### src/rtl/rs_syndrome_gen.sv
// Reed-Solomon syndrome generator over GF(2^8), p(x) = 0x11D, alpha = 0x02, t = 3.
// Received symbols arrive highest degree first. S1..S6 = r(alpha^j) are accumulated
// by Horner's rule. They are published on w1..w6 with a one-cycle signal pulse.
module rs_syndrome_gen #(
    parameter int unsigned N = 255
) (
    input  logic       clk,
    input  logic       rst_n,
    input  logic       in_valid,
    input  logic [7:0] in_sym,
    output logic       in_ready,
    output logic [7:0] w1,
    output logic [7:0] w2,
    output logic [7:0] w3,
    output logic [7:0] w4,
    output logic [7:0] w5,
    output logic [7:0] w6,
    output logic       signal,
    output logic       err_flag,
    output logic       busy
);

    localparam logic [7:0] LAST_CNT = 8'(N - 1);

    typedef enum logic [1:0] {
        IDLE,
        ACCUM,
        DONE
    } state_t;

    state_t     state_q;
    logic [7:0] acc_q [6];
    logic [7:0] count_q;
    logic [7:0] w_q [6];
    logic       signal_q;
    logic       err_q;
    logic       busy_q;
    logic       ready_q;

    logic [7:0] horner_d [6];
    logic       accept;
    logic       any_nz;

    // Multiply by alpha^p: p successive xtime steps with reduction by 0x11D
    function automatic logic [7:0] mul_alpha_pow(input logic [7:0] x, input int unsigned p);
        logic [7:0] r;
        r = x;
        for (int unsigned k = 0; k < p; k++) begin
            r = r[7] ? ({r[6:0], 1'b0} ^ 8'h1D) : {r[6:0], 1'b0};
        end
        return r;
    endfunction

    assign accept = in_valid & ready_q;

    // Horner step for each syndrome: acc_j * alpha^j + r_k
    always_comb begin
        for (int unsigned j = 0; j < 6; j++) begin
            horner_d[j] = mul_alpha_pow(acc_q[j], j + 1) ^ in_sym;
        end
    end

    // Nonzero-syndrome detect over the final accumulators
    always_comb begin
        any_nz = 1'b0;
        for (int unsigned j = 0; j < 6; j++) begin
            any_nz = any_nz | (|acc_q[j]);
        end
    end

    // Frame FSM with registered handshake, status and syndrome outputs
    always_ff @(posedge clk) begin
        if (!rst_n) begin
            state_q  <= IDLE;
            count_q  <= '0;
            signal_q <= 1'b0;
            err_q    <= 1'b0;
            busy_q   <= 1'b0;
            ready_q  <= 1'b1;
            for (int unsigned j = 0; j < 6; j++) begin
                acc_q[j] <= '0;
                w_q[j]   <= '0;
            end
        end else begin
            signal_q <= 1'b0;
            case (state_q)
                IDLE: begin
                    if (accept) begin
                        for (int unsigned j = 0; j < 6; j++) begin
                            acc_q[j] <= in_sym;
                        end
                        count_q <= 8'd1;
                        busy_q  <= 1'b1;
                        state_q <= ACCUM;
                    end
                end
                ACCUM: begin
                    if (accept) begin
                        for (int unsigned j = 0; j < 6; j++) begin
                            acc_q[j] <= horner_d[j];
                        end
                        count_q <= count_q + 8'd1;
                        if (count_q == LAST_CNT) begin
                            ready_q <= 1'b0;
                            state_q <= DONE;
                        end
                    end
                end
                DONE: begin
                    for (int unsigned j = 0; j < 6; j++) begin
                        w_q[j]   <= acc_q[j];
                        acc_q[j] <= '0;
                    end
                    err_q    <= any_nz;
                    signal_q <= 1'b1;
                    count_q  <= '0;
                    busy_q   <= 1'b0;
                    ready_q  <= 1'b1;
                    state_q  <= IDLE;
                end
                default: begin
                    state_q <= IDLE;
                end
            endcase
        end
    end

    assign in_ready = ready_q;
    assign busy     = busy_q;
    assign signal   = signal_q;
    assign err_flag = err_q;
    assign w1       = w_q[0];
    assign w2       = w_q[1];
    assign w3       = w_q[2];
    assign w4       = w_q[3];
    assign w5       = w_q[4];
    assign w6       = w_q[5];

endmodule

### config.mk
export PLATFORM = sky130hd
export DESIGN_NAME = rs_syndrome_gen
export DESIGN_NICKNAME = d
export VERILOG_FILES = /design/src/rtl/rs_syndrome_gen.sv
export SDC_FILE = /design/constraint.sdc
export NUM_CORES = 1
export LEC_CHECK = 0
export ABC_AREA = 1
export CORE_MARGIN = 1
export CORE_UTILIZATION = 44
export CTS_BUF_LIST = sky130_fd_sc_hd__clkbuf_4 sky130_fd_sc_hd__clkbuf_8
export CTS_CLUSTER_DIAMETER = 60
export DETAILED_ROUTE_END_ITERATION = 8
export DONT_BUFFER_PORTS = 1
export PLACE_DENSITY = 0.64
export SETUP_SLACK_MARGIN = 0.3
export SYNTH_ARGS = -nofsm -noshare
export SYNTH_HDL_FRONTEND = slang
export SYNTH_SLANG_ARGS = --single-unit
### constraint.sdc
create_clock -name clk -period 2.7 [get_ports clk]
set_input_delay 0.405 -clock clk [delete_from_list [all_inputs] [get_ports clk]]
set_output_delay 0.405 -clock clk [all_outputs]
set_load 0.005 [all_outputs]
==> flow_summary.rst <==
.. list-table::
   :header-rows: 1

   * - Metric
     - Value
   * - Final hold vios
     - 0
   * - Synthesis-to-finish area growth
     - 5.97%
   * - Number of max-cap violations
     - 0
   * - Grt ovf
     - 0
   * - Final HPWL from detailed placement
     - 9200 microns
   * - Highest fanout seen on the critical path
     - 25
   * - Setup TNS
     - 0 ps
   * - Number of CTS-inserted buffers
     - 9
   * - Cell types with the highest counts after synthesis
     - sky130_fd_sc_hd__nand2_1 (126), sky130_fd_sc_hd__nor2_1 (107), sky130_fd_sc_hd__edfxtp_1 (96)
   * - Number of pins exceeding their max-slew limit in the final report
     - 0
   * - Storage element area
     - 3160 sq um
   * - Post-CTS setup-driven buffer insertion count
     - 0
   * - Category of the worst setup path launch point
     - flip-flop
   * - Number of antenna violations at the first check in global routing
     - 0
   * - Clock sink count
     - 110
   * - Syn avg cell area
     - 8.79 sq um
   * - Remaining antenna violation count after routing
     - 0
   * - GR Util All Layers
     - 21.1%
   * - Drt initial violations
     - 457
   * - Cts-stage hold buffer count
     - 0
   * - Top cell type's share of synthesized area
     - 50.4%
   * - Worst voltage drop across the vdd grid
     - 0.482 mV
   * - Static leakage
     - 2.42 nW
   * - Routed length per placed instance
     - 16.1 microns
   * - CTS root buf
     - sky130_fd_sc_hd__clkbuf_8
   * - Crit share post-route
     - 77.7%
   * - Kind of end point of the critical path
     - flip-flop
   * - Core Footprint
     - 12,700 sq um
   * - Final GP Congestion
     - 0.865
   * - Global-route wire length before repair
     - 21,100 microns
   * - Buffers added on ports
     - 0
   * - Inserted Diodes
     - 0
   * - H-tree Lvls
     - 3
   * - Classification of the worst setup path
     - reg2reg
   * - Dominant cell by count in the synthesized netlist
     - sky130_fd_sc_hd__nand2_1
   * - Required arrival time at the worst endpoint
     - 2840 ps
   * - Final Critical Period
     - 2100 ps
   * - Synth Register Bits
     - 110
   * - Pin count of the biggest net entering global routing
     - 42
   * - Proportion of synthesized flip-flops having asynchronous set or reset
     - 0%
   * - Die ar.
     - 13,500 sq um
   * - Post-route worst setup slack
     - 601 ps
   * - Post-layout util
     - 47.9%
   * - Post-route DRC
     - 0
   * - Path class of the lowest-slack min-delay path
     - in2reg
   * - Resized Gates After CTS
     - 0
   * - Clock tree from TritonCTS
     - built
   * - Clock skew
     - 7.57 ps
   * - Share of layout cells above drive strength 1
     - 5.96%
   * - Nets
     - 666
   * - Distinct cells, synth
     - 38
   * - Worst path arrival time
     - 2240 ps
   * - Drt first pass iters
     - 5
   * - Detailed-route wire length
     - 13,300 microns
   * - Die height
     - 116 microns
   * - Buffer depth of the longest clock path
     - 2
   * - Reg clk slew, reported paths
     - 100 ps
   * - Max-slew headroom at the worst pin
     - 63.4%
   * - Power density relative to cell area
     - 931 nW/um^2
   * - Flip-flop cell with the highest count after synthesis
     - sky130_fd_sc_hd__edfxtp_1
   * - RSZ-0062 raised after global routing
     - false
   * - Post-synthesis cell area
     - 5720 sq um
   * - Footprint of the multi-input gates
     - 2120 sq um
   * - Warning count from the yosys run
     - 0
   * - Die width
     - 116 microns
   * - Filler instances
     - 1,201
   * - Largest area contributor in the netlist
     - sky130_fd_sc_hd__edfxtp_1
   * - Maximum clock frequency
     - 476 MHz
   * - Transition time at the pin with the least slew margin
     - 548 ps
   * - Worst slack at placement
     - 623 ps
   * - Seq/Total Area, Yosys
     - 55.3%
   * - Instance count of the mapped netlist
     - 651
   * - Number of enable-type register cells in the synthesized netlist
     - 96
   * - Via density per instance
     - 5.33
   * - Num ports
     - 63
   * - Number of global-route vias before repair
     - 3,972
   * - Row count
     - 41
   * - Total via count in the routed design
     - 4,399
   * - Top cells by area, synth
     - sky130_fd_sc_hd__edfxtp_1 (50%), sky130_fd_sc_hd__nand2_1 (8.3%), sky130_fd_sc_hd__nor2_1 (7.0%), sky130_fd_sc_hd__nor3_1 (5.3%), sky130_fd_sc_hd__inv_1 (5.1%)
   * - Outcome
     - completed
   * - Clock insertion delay at the later pin of the skew report
     - 390 ps
   * - Starting Density
     - 45.2%
   * - Final setup violating endpoints
     - 0
   * - Net count after synthesis
     - 668
[cells in the final DEF, fill, tap and decap left out, types with 2 or more instances in the layout]
| cell type | netlist | final |
|---|---|---|
| sky130_fd_sc_hd__nand2_2 | 2 | 3 |
| sky130_fd_sc_hd__o21ai_0 | 22 | 22 |
| sky130_fd_sc_hd__xnor2_1 | 11 | 11 |
| sky130_fd_sc_hd__inv_1 | 77 | 76 |
| sky130_fd_sc_hd__o21ai_2 | 5 | 5 |
| sky130_fd_sc_hd__nor2_1 | 107 | 107 |
| sky130_fd_sc_hd__ha_1 | 6 | 6 |
| sky130_fd_sc_hd__edfxtp_1 | 96 | 96 |
| sky130_fd_sc_hd__a21oi_1 | 40 | 40 |
| sky130_fd_sc_hd__nand4_1 | 5 | 5 |
| sky130_fd_sc_hd__and2_1 | 2 | 2 |
| sky130_fd_sc_hd__o21ai_1 | 3 | 3 |
| sky130_fd_sc_hd__clkinv_2 | 1 | 4 |
| sky130_fd_sc_hd__clkinv_1 | 1 | 2 |
| sky130_fd_sc_hd__a31oi_1 | 2 | 2 |
| sky130_fd_sc_hd__nor3_1 | 61 | 61 |
| sky130_fd_sc_hd__dfxtp_1 | 14 | 14 |
| sky130_fd_sc_hd__nand3_1 | 31 | 30 |
| sky130_fd_sc_hd__clkinv_4 | 1 | 2 |
| sky130_fd_sc_hd__buf_4 | 2 | 4 |
| sky130_fd_sc_hd__xor2_1 | 7 | 7 |
| sky130_fd_sc_hd__clkbuf_8 | 0 | 9 |
| sky130_fd_sc_hd__inv_2 | 1 | 2 |
| sky130_fd_sc_hd__buf_12 | 1 | 2 |
| sky130_fd_sc_hd__o22ai_1 | 2 | 2 |
| sky130_fd_sc_hd__nand2_1 | 126 | 125 |
[critical path, cell delays in order, from the launching register on]
cell	delay, ps
sky130_fd_sc_hd__dfxtp_1	340
sky130_fd_sc_hd__inv_1	140
sky130_fd_sc_hd__ha_1	270
sky130_fd_sc_hd__nand2_2	290
sky130_fd_sc_hd__nand2_4	390
sky130_fd_sc_hd__clkinv_4	220
sky130_fd_sc_hd__o21ai_0	130
sky130_fd_sc_hd__a21oi_1	60
[cells by family (layout without fill, tap and decap cells)]
| family | after synthesis | count (layout) | synth area share (%) |
|---|---|---|---|
| and+or+nand+nor | 339 | 339 | 25.2 |
| buffers and inverters | 100 | 103 | 7.87 |
| xor gates and xnor gates | 18 | 18 | 2.75 |
| AOI/OAI and AO/OA | 78 | 78 | 7.59 |
| adders and majority gates | 6 | 6 | 1.31 |
| DFF | 110 | 110 | 55.3 |
[sequential cells by signal (all words and copies together), names as in the netlist]
| signal | count |
|---|---|
| acc_q | 48 |
| count_q | 8 |
| busy | 1 |
| err_flag | 1 |
| in_ready | 1 |
| state_q | 2 |
| w_q | 48 |
| signal | 1 |
[power by group]
group | internal, mW | switching, mW | total, mW
Sequential | 2.37 | 0.352 | 2.73
Clock | 0.423 | 0.571 | 0.994
Combinational | 0.594 | 1.33 | 1.93
[final timing paths]
kind | start | to | slack, ps | cells past startpoint
max reg2reg | state_q[0]$_SDFFE_PN0P_ | acc_q[0][28]$_SDFFCE_PP0P_ | 600 | 7
min reg2reg | count_q[4]$_SDFFE_PN0P_ | count_q[4]$_SDFFE_PN0P_ | 480 | 2
min | rst_n | in_ready$_SDFFE_PN1P_ | 120 | 1
max | state_q[0]$_SDFFE_PN0P_ | acc_q[0][28]$_SDFFCE_PP0P_ | 600 | 7
[per-layer routing]
layer  track usage [%]  routed length, microns
met2              33.9                    6230
met3              4.13                     986
met1              28.3                    5830
met4              8.21                     249
met5                 0                       0
[cell type report]
cell class | instances | area share [%]
clock buffers | 9 | 2.04
clock inverters | 7 | 1.07
inverters | 81 | 5.12
multi-input cells | 441 | 34.9
flip-flops and latches | 110 | 52.2
well taps | 172 | 3.55
repair buffers | 6 | 1.16
[metrics by stage]
step	std cells	area [sq um]	hold WS [ps]	total power, mW
2_1_floorplan	651	5730	437	4.19
3_3_place_gp	810	5880	456	4.62
3_5_place_dp	810	5880	471	4.67
4_1_cts	826	6060	107	5.66
5_1_grt	826	6060	122	6.04
6_report	826	6060	119	5.65
Power figures use the tool's default switching activity.
